==> config.mk <==
export PLATFORM = sky130hd
export DESIGN_NAME = hlsm_shared_mul_ctrl
export DESIGN_NICKNAME = d
export VERILOG_FILES = /design/src/rtl/hlsm_shared_mul_ctrl_pkg.sv /design/src/rtl/hlsm_shared_mul_ctrl_mul_pipe.sv /design/src/rtl/hlsm_shared_mul_ctrl.sv
export SDC_FILE = /design/constraint.sdc
export NUM_CORES = 1
export LEC_CHECK = 0
export BUFFER_PORTS_ARGS = -buffer_cell sky130_fd_sc_hd__buf_2
export CORE_AREA = 2 2 178 180
export CTS_BUF_LIST = sky130_fd_sc_hd__clkbuf_4 sky130_fd_sc_hd__clkbuf_8
export DETAILED_ROUTE_END_ITERATION = 16
export DIE_AREA = 0 0 180 182
export MAX_ROUTING_LAYER = met4
export PLACE_DENSITY = 0.68
export SYNTH_ARGS = -nofsm -noshare
export SYNTH_HDL_FRONTEND = slang
export SYNTH_SLANG_ARGS = --single-unit
export TNS_END_PERCENT = 10
==> constraint.sdc <==
create_clock -name Clk -period 7.1 [get_ports Clk]
set_clock_uncertainty 0.2 [all_clocks]
set_input_delay 1.42 -clock Clk [delete_from_list [all_inputs] [get_ports Clk]]
set_output_delay 1.42 -clock Clk [all_outputs]
set_load 0.01 [all_outputs]
==> src/rtl/hlsm_shared_mul_ctrl_pkg.sv <==
// -----------------------------------------------------------------------------
// hlsm_pkg
// Shared types for the resource-constrained HLSM controller computing
// j = (a*b + c)*d and k = e*f through one shared pipelined multiplier.
//   state_t   : controller FSM states
//   mul_tag_t : sideband tag travelling with each product through the multiplier
//   HLSM_DATAW: default operand/result width
// -----------------------------------------------------------------------------
package hlsm_pkg;

   localparam int HLSM_DATAW = 16;

   typedef enum logic [2:0] {
      IDLE     = 3'd0,
      ISSUE_AB = 3'd1,
      ISSUE_EF = 3'd2,
      WAIT_H   = 3'd3,
      ADD      = 3'd4,
      ISSUE_ID = 3'd5,
      WAIT_J   = 3'd6,
      DONE     = 3'd7
   } state_t;

   typedef enum logic [1:0] {
      T_NONE = 2'd0,
      T_AB   = 2'd1,
      T_EF   = 2'd2,
      T_ID   = 2'd3
   } mul_tag_t;

endpackage

==> src/rtl/hlsm_shared_mul_ctrl_mul_pipe.sv <==
// -----------------------------------------------------------------------------
// hlsm_mul_pipe
// Shared signed multiplier followed by a MUL_LAT-deep register chain. Each
// issue carries a tag; the product, its tag and a valid bit emerge exactly
// MUL_LAT cycles after issue. Products wrap to DATAW bits.
// Ports:
//   Clk, Rst               clock, synchronous active-high reset (clears valids)
//   issue_valid, issue_tag issue strobe and tag for the operands x, y
//   x, y                   DATAW-bit signed operands
//   res_valid, res_tag     result strobe and tag, MUL_LAT cycles after issue
//   res                    low DATAW bits of the signed product
// -----------------------------------------------------------------------------
module hlsm_mul_pipe
   import hlsm_pkg::*;
#(
   parameter int DATAW   = HLSM_DATAW,
   parameter int MUL_LAT = 2
) (
   input  logic             Clk,
   input  logic             Rst,
   input  logic             issue_valid,
   input  logic [1:0]       issue_tag,
   input  logic [DATAW-1:0] x,
   input  logic [DATAW-1:0] y,
   output logic             res_valid,
   output logic [1:0]       res_tag,
   output logic [DATAW-1:0] res
);

   logic [DATAW-1:0] prod_s;
   logic [DATAW-1:0] prod_r [MUL_LAT];
   logic [1:0]       tag_r  [MUL_LAT];
   logic             vld_r  [MUL_LAT];

   // Low DATAW bits of a two's-complement product do not depend on operand
   // signedness, so a DATAW-wide multiply gives the wrapped signed result.
   always_comb begin
      prod_s = x * y;
   end

   // Product/tag/valid delay chain; reset drops everything in flight.
   always_ff @(posedge Clk) begin
      if (Rst) begin
         for (int s = 0; s < MUL_LAT; s++) begin
            prod_r[s] <= {DATAW{1'b0}};
            tag_r[s]  <= T_NONE;
            vld_r[s]  <= 1'b0;
         end
      end else begin
         prod_r[0] <= prod_s;
         tag_r[0]  <= issue_valid ? issue_tag : T_NONE;
         vld_r[0]  <= issue_valid;
         for (int s = 1; s < MUL_LAT; s++) begin
            prod_r[s] <= prod_r[s-1];
            tag_r[s]  <= tag_r[s-1];
            vld_r[s]  <= vld_r[s-1];
         end
      end
   end

   assign res_valid = vld_r[MUL_LAT-1];
   assign res_tag   = tag_r[MUL_LAT-1];
   assign res       = prod_r[MUL_LAT-1];

endmodule

==> src/rtl/hlsm_shared_mul_ctrl.sv <==
// -----------------------------------------------------------------------------
// hlsm_shared_mul_ctrl
// Computes j = (a*b + c)*d and k = e*f using one shared pipelined multiplier
// and one adder. Multiplications are issued in the order a*b, e*f, i*d and the
// returned products are routed by tag.
// Ports:
//   Clk, Rst      clock, synchronous active-high reset
//   Start         launch request, honoured only while idle
//   a..f          DATAW-bit signed operands, captured when Start is accepted
//   j, k          results, held after Done until the next accepted Start
//   Done          one-cycle completion pulse
//   Busy          high from the cycle after acceptance through the Done cycle
// -----------------------------------------------------------------------------
module hlsm_shared_mul_ctrl
   import hlsm_pkg::*;
#(
   parameter int DATAW   = HLSM_DATAW,
   parameter int MUL_LAT = 2
) (
   input  logic             Clk,
   input  logic             Rst,
   input  logic             Start,
   input  logic [DATAW-1:0] a,
   input  logic [DATAW-1:0] b,
   input  logic [DATAW-1:0] c,
   input  logic [DATAW-1:0] d,
   input  logic [DATAW-1:0] e,
   input  logic [DATAW-1:0] f,
   output logic [DATAW-1:0] j,
   output logic [DATAW-1:0] k,
   output logic             Done,
   output logic             Busy
);

   state_t           state_r;
   logic [DATAW-1:0] a_r, b_r, c_r, d_r, e_r, f_r;
   logic [DATAW-1:0] h_r, i_r;

   logic             issue_valid_s;
   logic [1:0]       issue_tag_s;
   logic [DATAW-1:0] x_s, y_s;
   logic             res_valid_s;
   logic [1:0]       res_tag_s;
   logic [DATAW-1:0] res_s;

   // Operand steering into the shared multiplier, decoded from the state.
   always_comb begin
      issue_valid_s = 1'b0;
      issue_tag_s   = T_NONE;
      x_s           = {DATAW{1'b0}};
      y_s           = {DATAW{1'b0}};
      case (state_r)
         ISSUE_AB: begin
            issue_valid_s = 1'b1;
            issue_tag_s   = T_AB;
            x_s           = a_r;
            y_s           = b_r;
         end
         ISSUE_EF: begin
            issue_valid_s = 1'b1;
            issue_tag_s   = T_EF;
            x_s           = e_r;
            y_s           = f_r;
         end
         ISSUE_ID: begin
            issue_valid_s = 1'b1;
            issue_tag_s   = T_ID;
            x_s           = i_r;
            y_s           = d_r;
         end
         default: begin
            issue_valid_s = 1'b0;
         end
      endcase
   end

   hlsm_mul_pipe #(
      .DATAW   (DATAW),
      .MUL_LAT (MUL_LAT)
   ) u_mul (
      .Clk         (Clk),
      .Rst         (Rst),
      .issue_valid (issue_valid_s),
      .issue_tag   (issue_tag_s),
      .x           (x_s),
      .y           (y_s),
      .res_valid   (res_valid_s),
      .res_tag     (res_tag_s),
      .res         (res_s)
   );

   // Controller FSM with operand capture, adder and registered outputs.
   always_ff @(posedge Clk) begin
      if (Rst) begin
         state_r <= IDLE;
         a_r     <= {DATAW{1'b0}};
         b_r     <= {DATAW{1'b0}};
         c_r     <= {DATAW{1'b0}};
         d_r     <= {DATAW{1'b0}};
         e_r     <= {DATAW{1'b0}};
         f_r     <= {DATAW{1'b0}};
         h_r     <= {DATAW{1'b0}};
         i_r     <= {DATAW{1'b0}};
         j       <= {DATAW{1'b0}};
         k       <= {DATAW{1'b0}};
         Done    <= 1'b0;
         Busy    <= 1'b0;
      end else begin
         // e*f lands while the FSM is elsewhere, so k is captured by tag alone.
         if (res_valid_s && (res_tag_s == T_EF)) begin
            k <= res_s;
         end

         case (state_r)
            IDLE: begin
               Done <= 1'b0;
               if (Start) begin
                  a_r     <= a;
                  b_r     <= b;
                  c_r     <= c;
                  d_r     <= d;
                  e_r     <= e;
                  f_r     <= f;
                  j       <= {DATAW{1'b0}};
                  k       <= {DATAW{1'b0}};
                  Busy    <= 1'b1;
                  state_r <= ISSUE_AB;
               end else begin
                  Busy    <= 1'b0;
                  state_r <= IDLE;
               end
            end
            ISSUE_AB: begin
               state_r <= ISSUE_EF;
            end
            ISSUE_EF: begin
               // With a one-cycle multiplier a*b is already back here.
               if (res_valid_s && (res_tag_s == T_AB)) begin
                  h_r     <= res_s;
                  state_r <= ADD;
               end else begin
                  state_r <= WAIT_H;
               end
            end
            WAIT_H: begin
               if (res_valid_s && (res_tag_s == T_AB)) begin
                  h_r     <= res_s;
                  state_r <= ADD;
               end else begin
                  state_r <= WAIT_H;
               end
            end
            ADD: begin
               i_r     <= h_r + c_r;
               state_r <= ISSUE_ID;
            end
            ISSUE_ID: begin
               state_r <= WAIT_J;
            end
            WAIT_J: begin
               if (res_valid_s && (res_tag_s == T_ID)) begin
                  j       <= res_s;
                  Done    <= 1'b1;
                  state_r <= DONE;
               end else begin
                  state_r <= WAIT_J;
               end
            end
            DONE: begin
               Done    <= 1'b0;
               Busy    <= 1'b0;
               state_r <= IDLE;
            end
            default: begin
               Done    <= 1'b0;
               Busy    <= 1'b0;
               state_r <= IDLE;
            end
         endcase
      end
   end

endmodule

* Word level (Yosys, flattened, before mapping)
Memories as Yosys holds them, arrays and structs flattened.
Index checks and enable logic that the tools add are counted.
** Operators by class
- Reduce and logical (&&, ||, !) cells :: 14
- Muxes and demuxes :: 28
- Eq/ne operators :: 12
- Add/sub/neg operators :: 1
- Bitwise gates (word level) :: 6
- $mul :: 1
** Operator list (number)
- $mux 16 :: 7
- $pmux 16 s3 :: 2
- $pmux 16 s2 :: 1
- $pmux 3 s7 :: 1
- $add 16x16->16 :: 1
- $mul 16x16->16 :: 1
- $eq 3x3->1 const B :: 4
- $mux 1 :: 10
- $eq 3x2->1 const B :: 2
- $mux 2 :: 3
- $or 1x1->1 :: 6
- $pmux 2 s3 :: 1
- $reduce_and 2->1 :: 3
- $reduce_bool 2->1 :: 3
- $eq 2x2->1 const B :: 2
- $ne 2x2->1 const B :: 2
- $pmux 1 s2 :: 2
- $reduce_or 2->1 :: 2
- $eq 3x1->1 const B :: 1
- $logic_and 1x1->1 :: 3
- $logic_not 3->1 :: 1
- $mux 3 :: 1
- $reduce_and 3->1 :: 1
- $reduce_or 3->1 :: 1
- $eq 2x1->1 const B :: 1
** Storage, ports and cells
- Output and inout bits :: 34
- Logic and storage cells :: 78
- Bits of input ports :: 99
- RAM bits :: 38
- Memories :: 3
- Bits in registers :: 165
** Memory list
- u_mul.prod_r :: depth 2, bits a word 16, read ports 2, clocked after memory_dff 0, write ports 2, line hlsm_shared_mul_ctrl_mul_pipe.sv:31 : logic [DATAW-1:0] prod_r [MUL_LAT];
- u_mul.tag_r :: depth 2, bits a word 2, read ports 2, clocked after memory_dff 0, write ports 2, line hlsm_shared_mul_ctrl_mul_pipe.sv:32 : logic [1:0] tag_r [MUL_LAT];
- u_mul.vld_r :: depth 2, bits a word 1, read ports 2, clocked after memory_dff 0, write ports 2, line hlsm_shared_mul_ctrl_mul_pipe.sv:33 : logic vld_r [MUL_LAT];

* Longest topological paths before layout
Gate-level depths: netlist (run 1).
An unclocked memory read counts as a cell.
- Depth in word-level cells :: 6
- Mapped depth :: 29
- Mapped depth without buffers :: 25

* Modules after synthesis
From an unflattened synthesis (run 1), not the netlist that was laid out.
** Unflattened totals
- Cells, all modules :: 1515
- Area total of the unflattened synthesis :: 12204.2 um2
** By module, submodules not included
- hlsm_shared_mul_ctrl :: area each 7130.6 um2, cells each 943, sequential area each 3303.2 um2, times used 1
- hlsm_mul_pipe :: area each 5073.6 um2, cells each 572, sequential area each 760.7 um2, times used 1

* Least setup slack after synthesis (run 1)
OpenSTA, ideal clock, no wires.
- Path type :: reg-to-reg
- Start point :: register state_r[2]
- End point :: memory u_mul.prod_r[0][15] in the netlist's numbering
- Buffers on the path :: 5
- Arrival :: 6387 ps
- Stages on the path, launching flop included :: 29
- Slack :: 448 ps
- Clock period less this slack :: 6652 ps
- Path through :: dfxtp_1 > buf_6 > and3b_1 > buf_6 > buf_8 > buf_2 > buf_1 > a221oi_1 > nor2_1 > fa_1 > inv_1 > fa_1 > inv_1 > fa_1 > inv_1 > fa_1 > inv_1 > fa_1 > inv_1 > fa_1 > inv_1 > ha_1 > a21o_1 > a21oi_1 > o31a_1 > o21ai_0 > xnor2_1 > xnor3_1 > nor2_1
** RTL lines
- from (decl) :: line hlsm_shared_mul_ctrl.sv:35 : state_t state_r;
- from (signal assigned) :: line hlsm_shared_mul_ctrl.sv:95 : state_r <= IDLE;
- from (signal assigned) :: line hlsm_shared_mul_ctrl.sv:127 : state_r <= ISSUE_AB;
- from (signal assigned) :: line hlsm_shared_mul_ctrl.sv:130 : state_r <= IDLE;
- to (decl) :: line hlsm_shared_mul_ctrl_mul_pipe.sv:31

==> impl_metrics.toml, run 1 <==
[route]
drc = 0
dr.first_iter.drc_count = 622
viasPerCell = 5.12
drtPass1Iterations = 5
totalWireLength_um = 33800
vias = 10400
wl_per_cell_um = 16.7
ant_nets = 0

[synthesis]
async_reset_ff_share_pct = 0
synth-seq-area-share_pct = 33.3
synth_top_area_share_pct = 33.3
synth_top_flop_cell = "dfxtp_1"
synth_nets = 1730
syn_avg_cell_area_um2 = 8.21
synth_seq_cells = 203
ys_top_cells_by_area = "dfxtp_1, fa_1, nand2_1"
yosysMostFrequentCell = "nand2_1"
ys_types = 68
yosys.area.top_type = "dfxtp_1"
ys_warn_count = 0
synth_edf_count = 0
mappedNetlistArea_um2 = 12200
synth_cells = 1486
synth_common_cells = "nand2_1, dfxtp_1, a21oi_1"

[sta]
rsz0062_at_grt = "false"
hold_violations = 0
fin_crit_sh_pct = 94.5
fin_setup_tns_ns = 0
drv_slew = 0
maxSlewHeadroom_pct = 25.8
worstMarginPinSlew_ns = 1.11
fmax_mhz = 149
setup_viol = 0
fin_crit_ns = 6.71

[final_layout]
drive_above_1_share_pct = 15.0
diodes = 0
area_growth_pct = 14.2
fin_nets = 1848

[placed_design]
io_buffers = 132
dpl.hpwl_um = 26300
globalplace.congestion = 0.935

[floorplanning]
die_area_um2 = 32800
num_rows = 65
ios = 133
core_um2 = 31000
start_util_pct = 39.4
die_w_um = 180
die_h_um = 182

[cts]
path_clk_slew_ns = 0.07
h-tree-depth = 1
insertion_delay_ns = 0.58
cts_tree = "built"
cts-root-buf = "clkbuf_8"
cts-buffers-inserted = 31
cts_buffer_depth = 3
cts_hold_buf = 0
clock_sinks = 203

[status]
outcome = "complete, no violations"

[power_and_ir_drop]
total_power_mw = 2.54
powerDensity_nw_per_um2 = 183
leakagePower_nw = 5.92
peakVddDrop_v = 0.000123

[setup_path]
path_common_cell = "fa_1"
cp-start-kind = "flip-flop"
crit_required_ns = 7.41
critical_path.endpoint_type = "flip-flop"
cp_max_fo = 31
worstPathArrival_ns = 7.03
slowest_stage = "fa_1"
r2r_slack_ns = 0.39
cp_top_family = "adder cells"
crit_path_max_incr_delay_ns = 0.55
critPathBufInv = 6
crit_type = "flip-flop to flip-flop"
path_cells = "buf_4 -> and2b_1 -> a221oi_2 -> buf_4 -> nor2_1 -> fa_1 -> inv_1 -> fa_1 -> fa_1 -> fa_1 -> inv_1 -> fa_1 -> inv_1 -> fa_1 -> inv_1 -> ha_1 -> a21o_1 -> a21oi_1 -> o31a_1 -> o21ai_0 -> xnor2_1 -> xnor3_1 -> nor2_1"

[global_route]
grt-ovfl-total = 0
grt_pass1_wl_um = 54200
antenna_found_initial = 0
grt_use_total_pct = 21.2
grt_pass1_vias = 10300
grt_max_degree = 109

[worst_hold_path]
hold_path.class = "flip-flop to flip-flop"

[run]
cap_viol_max_count = 0
routing by layer:
| metal | vias up | part of all wire (%) | track usage [%] | wire [µm] |
|---|---|---|---|---|
| met3 | 80 | 5.9 | 2.77 | 2000 |
| met5 | - | 0 | - | 0 |
| li1 | 5081 | - | - | - |
| met1 | 4881 | 44 | 27.1 | 14900 |
| met4 | 0 | 3.5 | 6.76 | 1190 |
| met2 | 347 | 47 | 34.9 | 15700 |
cells by family (layout without fill, tap and decap cells):
group           count (synthesis)  count (layout)  synth area share [%]
compound gates                302             302                  15.4
xor+xnor                       42              42                  3.64
fa+ha+maj                     145             145                  19.9
buf+inv                       209             350                  6.96
flops                         203             203                  33.3
mux                             1               1                0.0923
simple gates                  584             584                  20.7
worst register-to-register path, delay by kind of cell (launching register included):
family | cells | cell delay [ns]
xor+xnor | 2 | 0.41
fa+ha+maj | 7 | 3.22
buf+inv | 6 | 0.86
flops | 1 | 0.46
simple gates | 3 | 0.43
compound gates | 5 | 1.10
cells in the final DEF, fill, tap and decap left out, types with 4 or more instances in the layout:
cell type | synthesis | layout
nor2_1 | 112 | 112
a22oi_1 | 17 | 17
nand2b_1 | 4 | 4
a21oi_1 | 177 | 177
clkbuf_4 | 0 | 11
and3b_1 | 5 | 5
nor2b_1 | 33 | 33
ha_1 | 64 | 64
clkbuf_8 | 0 | 37
xnor3_1 | 5 | 5
nand2_1 | 353 | 352
or2_2 | 4 | 4
a221o_1 | 10 | 10
o21ai_0 | 18 | 18
a21o_1 | 19 | 19
and2_1 | 9 | 8
and2b_1 | 4 | 4
xor2_1 | 8 | 8
and3_1 | 4 | 4
a22o_1 | 8 | 8
buf_4 | 1 | 36
buf_2 | 9 | 131
nand3b_1 | 6 | 6
a221oi_2 | 4 | 4
a221oi_1 | 5 | 5
fa_1 | 81 | 81
clkinv_2 | 0 | 4
dfxtp_1 | 203 | 202
o21a_1 | 10 | 10
inv_1 | 126 | 126
nor3_1 | 7 | 7
xnor2_1 | 28 | 28
nor4bb_1 | 7 | 7
nand3_1 | 23 | 23
flip-flops by register name (all words and copies together) (netlist names):
name / flops
Busy: 1
Done: 1
a_r: 16
b_r: 16
c_r: 16
d_r: 16
e_r: 16
f_r: 16
h_r: 16
i_r: 16
j: 16
k: 16
state_r: 3
u_mul.prod_r: 32
u_mul.tag_r: 4
u_mul.vld_r: 2
report_power, final:
group          switching (mW)  total [mW]  leakage [nW]  internal, mW
Clock                   0.458        1.03         0.353         0.569
Combinational           0.191       0.295          3.92         0.104
Sequential             0.0351        1.22          1.65          1.19
Total                   0.684        2.54          5.92          1.86
per-stage QoR:
step	area (µm²)	utilization, %	worst slack [ns]	hold slack (ns)	instances
floorplan	12200	-	0.448	0.214	1486
global placement	13300	42.8	0.453	0.217	1973
detailed placement	13300	42.8	0.301	0.220	1973
CTS	13900	45.0	0.285	0.233	2029
global route	13900	45.0	0.0126	0.247	2029
finish	13900	45.0	0.389	0.226	2029
cell type report:
cell class                 instances  area, µm²
timing repair buffer             167        926
tap                              402        503
fill                            3096      17100
sequential                       203       4070
clock buffer                      48        592
multi-input combinational       1074       7290
inverter                         127        477
clock inverter                     8       76.3
worst paths after layout:
check                           cells past startpoint                         start                        endpoint
worst max-delay path                               23         state_r[2]$_SDFF_PP0_  u_mul.prod_r[0][15]$_SDFF_PP0_
worst min-delay path                                1  u_mul.tag_r[0][1]$_SDFF_PP0_    u_mul.tag_r[0][3]$_SDFF_PP0_
worst max register to register                     23         state_r[2]$_SDFF_PP0_  u_mul.prod_r[0][15]$_SDFF_PP0_
worst min register to register                      1  u_mul.tag_r[0][1]$_SDFF_PP0_    u_mul.tag_r[0][3]$_SDFF_PP0_
repair_timing:
| item | CTS | global route |
|---|---|---|
| resized for setup | 0 | 1 |
| endpoints found under the hold margin | 0 | 0 |
| setup buffers | 0 | 0 |
| setup endpoints to repair | 0 | 1 |
Power figures use the tool's default switching activity.
==> run 2, diff against run 1 <==
--- a/config.mk
+++ b/config.mk
@@ -5,13 +5,15 @@
 export SDC_FILE = /design/constraint.sdc
 export NUM_CORES = 1
 export LEC_CHECK = 0
+export ABC_AREA = 1
 export BUFFER_PORTS_ARGS = -buffer_cell sky130_fd_sc_hd__buf_2
-export CORE_AREA = 2 2 178 180
+export CORE_AREA = 2 2 179 181
 export CTS_BUF_LIST = sky130_fd_sc_hd__clkbuf_4 sky130_fd_sc_hd__clkbuf_8
+export CTS_CLUSTER_DIAMETER = 40
 export DETAILED_ROUTE_END_ITERATION = 16
-export DIE_AREA = 0 0 180 182
+export DIE_AREA = 0 0 181 183
 export MAX_ROUTING_LAYER = met4
-export PLACE_DENSITY = 0.68
+export PLACE_DENSITY = 0.67
 export SYNTH_ARGS = -nofsm -noshare
 export SYNTH_HDL_FRONTEND = slang
 export SYNTH_SLANG_ARGS = --single-unit
==> run 2 against run 1 <==
Compared with the run above:
- fmax rose by 2.6%
- via count rose by 5.1%
- utilization rose by 0.19 points
- register-to-register slack improved by 0.17 ns
- worst setup slack improved by 0.17 ns
- cell area rose by 1.2%
- global-route usage fell by 0.41 points
- synthesized cell count rose by 13%
- largest cell class unchanged
- clock-buffer cell count rose by 9
- die area rose by 1.1%
- combinational power rose by 6%
- sequential cell count did not move
==> impl_metrics.toml, run 2 <==
[final_layout]
fin_util_pct = 45.2
stdcell_area_um2 = 14100
area_growth_pct = 14.8
final_common_cell = "nand2_1"
largest_register_ffs = 32
drive_above_1_share_pct = 14.3
diodes = 0
largest_register = "u_mul.prod_r"
final_cell_mix = "nand2_1, inv_1, dfxtp_1"
fin_nets = 2032

[route]
dr.first_iter.drc_count = 667
totalWireLength_um = 33400
drtPass1Iterations = 7
wl_per_cell_um = 15.1
ant_nets = 0
vias = 10900
viasPerCell = 4.92
drc = 0

[synthesis]
mappedNetlistArea_um2 = 12300
synth_seq_cells = 203
synth_top_flop_cell = "dfxtp_1"
yosys.area.top_type = "dfxtp_1"
synth-seq-area-share_pct = 33.1
syn_avg_cell_area_um2 = 7.33
synth_cells = 1675
synth_common_cells = "nand2_1, inv_1, dfxtp_1"
async_reset_ff_share_pct = 0
synth_edf_count = 0
synth_top_area_share_pct = 33.1
yosysMostFrequentCell = "nand2_1"
ys_warn_count = 0
ys_top_cells_by_area = "dfxtp_1, nand2_1, fa_1"
ys_types = 42
synth_nets = 1919

[cts]
cts_buffer_depth = 3
post_cts_resized = 0
h-tree-depth = 2
path_clk_slew_ns = 0.06
cts_hold_buf = 0
post-cts-setup-buffers = 0
clock_sinks = 203
cts-buffers-inserted = 37
cts_tree = "built"
cts-root-buf = "clkbuf_8"
insertion_delay_ns = 0.55

[power_and_ir_drop]
total_power_mw = 2.74
powerDensity_nw_per_um2 = 195
peakVddDrop_v = 0.000155
leakagePower_nw = 6.93

[setup_path]
critical_path.endpoint_type = "flip-flop"
worstRegToRegCells = 23
cp_max_fo = 15
r2r-start = "state_r[0]$_SDFF_PP0_"
cp.depth = 23
crit_required_ns = 7.33
worstPathArrival_ns = 6.77
r2r_slack_ns = 0.56
critPathLaunch = "state_r[0]$_SDFF_PP0_"
cp-start-kind = "flip-flop"
crit_path_max_incr_delay_ns = 0.53
rr_endpoint = "u_mul.prod_r[0][15]$_SDFF_PP0_"
slowest_stage = "o221ai_1"
path_cells = "inv_2 -> nor2_4 -> nand2_1 -> o221ai_1 -> nand2_1 -> fa_1 -> fa_1 -> fa_1 -> inv_1 -> fa_1 -> fa_1 -> inv_1 -> fa_1 -> inv_1 -> ha_1 -> nand2_1 -> nor2_1 -> nand3_1 -> o2111ai_1 -> xor2_1 -> inv_1 -> a21oi_1 -> nor2_1"
critPathBufInv = 5
crit_type = "flip-flop to flip-flop"
path_common_cell = "fa_1"
setup.worst_path.end = "u_mul.prod_r[0][15]$_SDFF_PP0_"
cp_top_family = "adder cells"

[status]
outcome = "complete, no violations"

[floorplanning]
die_area_um2 = 33100
num_rows = 65
core_um2 = 31200
die_w_um = 181
start_util_pct = 39.3
die_h_um = 183
ios = 133

[sta]
fin_crit_ns = 6.54
setup_viol = 0
fmax_mhz = 153
rsz0062_at_grt = "false"
hold_violations = 0
fin_setup_tns_ns = 0
maxSlewHeadroom_pct = 25.7
fin_crit_sh_pct = 92.1
worstMarginPinSlew_ns = 1.11
drv_slew = 0

[global_route]
grt-ovfl-total = 0
antenna_found_initial = 0
grt_pass1_vias = 10600
grt_pass1_wl_um = 53700
grt_use_total_pct = 20.8
grt_max_degree = 100

[worst_hold_path]
hold_path.class = "flip-flop to flip-flop"

[placed_design]
dpl.hpwl_um = 25300
dpl_cell_area_um2 = 13300
globalplace.congestion = 0.940
io_buffers = 132

[run]
cap_viol_max_count = 0
[run 2: cell types whose count changed in the layout (fill, tap and decap cells not counted), moves of 10 or more]
cell     before  now
or2_2         4   16
nor2b_1      33    0
a21o_1       19    2
a22oi_1      17    0
inv_1       126  284
buf_4        36   18
xnor2_1      28    9
o21ai_0      18   81
nand3_1      23   81
a221o_1      10    0
nor2_1      112   80
nand2_1     352  457
[run 2: worst min-delay path by stage]
stage	from	end	slack (ns)	depth (start not counted)
2_1_floorplan	u_mul.prod_r[0][0]$_SDFF_PP0_	u_mul.prod_r[0][16]$_SDFF_PP0_	0.19	2
3_3_place_gp	u_mul.prod_r[0][12]$_SDFF_PP0_	u_mul.prod_r[0][28]$_SDFF_PP0_	0.19	2
3_5_place_dp	u_mul.prod_r[0][12]$_SDFF_PP0_	u_mul.prod_r[0][28]$_SDFF_PP0_	0.20	2
4_1_cts	u_mul.vld_r[0][0]$_SDFF_PP0_	u_mul.vld_r[0][1]$_SDFF_PP0_	0.18	2
5_1_grt	u_mul.tag_r[0][1]$_SDFF_PP0_	u_mul.tag_r[0][3]$_SDFF_PP0_	0.19	2
6_report	u_mul.vld_r[0][0]$_SDFF_PP0_	u_mul.vld_r[0][1]$_SDFF_PP0_	0.18	2
[run 2: cell families after synthesis]
logic type	share of synthesized area, %
AND/OR/NAND/NOR	22.3
AO/OA/AOI/OAI	12.0
XOR/XNOR	1.50
adder cells (fa/ha/maj)	19.7
flip-flops	33.1
buffers and inverters	11.4
[run 2: where the power goes]
part / switching, mW / leakage [nW] / internal [mW] / total (mW)
clock: 0.511 / 0.423 / 0.687 / 1.20
sequential: 0.0330 / 1.65 / 1.20 / 1.23
combinational: 0.215 / 4.85 / 0.0978 / 0.313
total: 0.759 / 6.93 / 1.98 / 2.74
[run 2: metrics by stage]
step,setup WS (ns),hold slack [ns],instances
finish,0.562,0.179,2219
global route,0.0700,0.193,2219
CTS,0.547,0.179,2219
detailed placement,0.531,0.195,2151
global placement,0.709,0.194,2151
floorplan,0.993,0.188,1675
[run 2: worst register-to-register path, stage by stage, from the launching register on]
cell and delay [ns]:
dfxtp_1 0.45, inv_2 0.14, nor2_4 0.28, nand2_1 0.38
o221ai_1 0.54, nand2_1 0.15, fa_1 0.53, fa_1 0.51
fa_1 0.52, inv_1 0.06, fa_1 0.50, fa_1 0.50
inv_1 0.05, fa_1 0.47, inv_1 0.04, ha_1 0.31
nand2_1 0.08, nor2_1 0.14, nand3_1 0.10, o2111ai_1 0.11
xor2_1 0.16, inv_1 0.07, a21oi_1 0.12, nor2_1 0.06
[run 2: area by class of cell]
class                      count  area [µm²]
clock buffer                  57         709
clock inverter                11         115
fill                        3252       17100
inverter                     293        1100
multi-input combinational   1104        6820
sequential                   203        4060
tap                          402         503
timing repair buffer         149         791
[run 2: metal layers]
metal / GRT usage [%] / wire length [µm]
met1: 27.2 / 15300
met2: 34.1 / 15500
met3: 2.64 / 1650
met4: 5.76 / 909
met5: - / 0
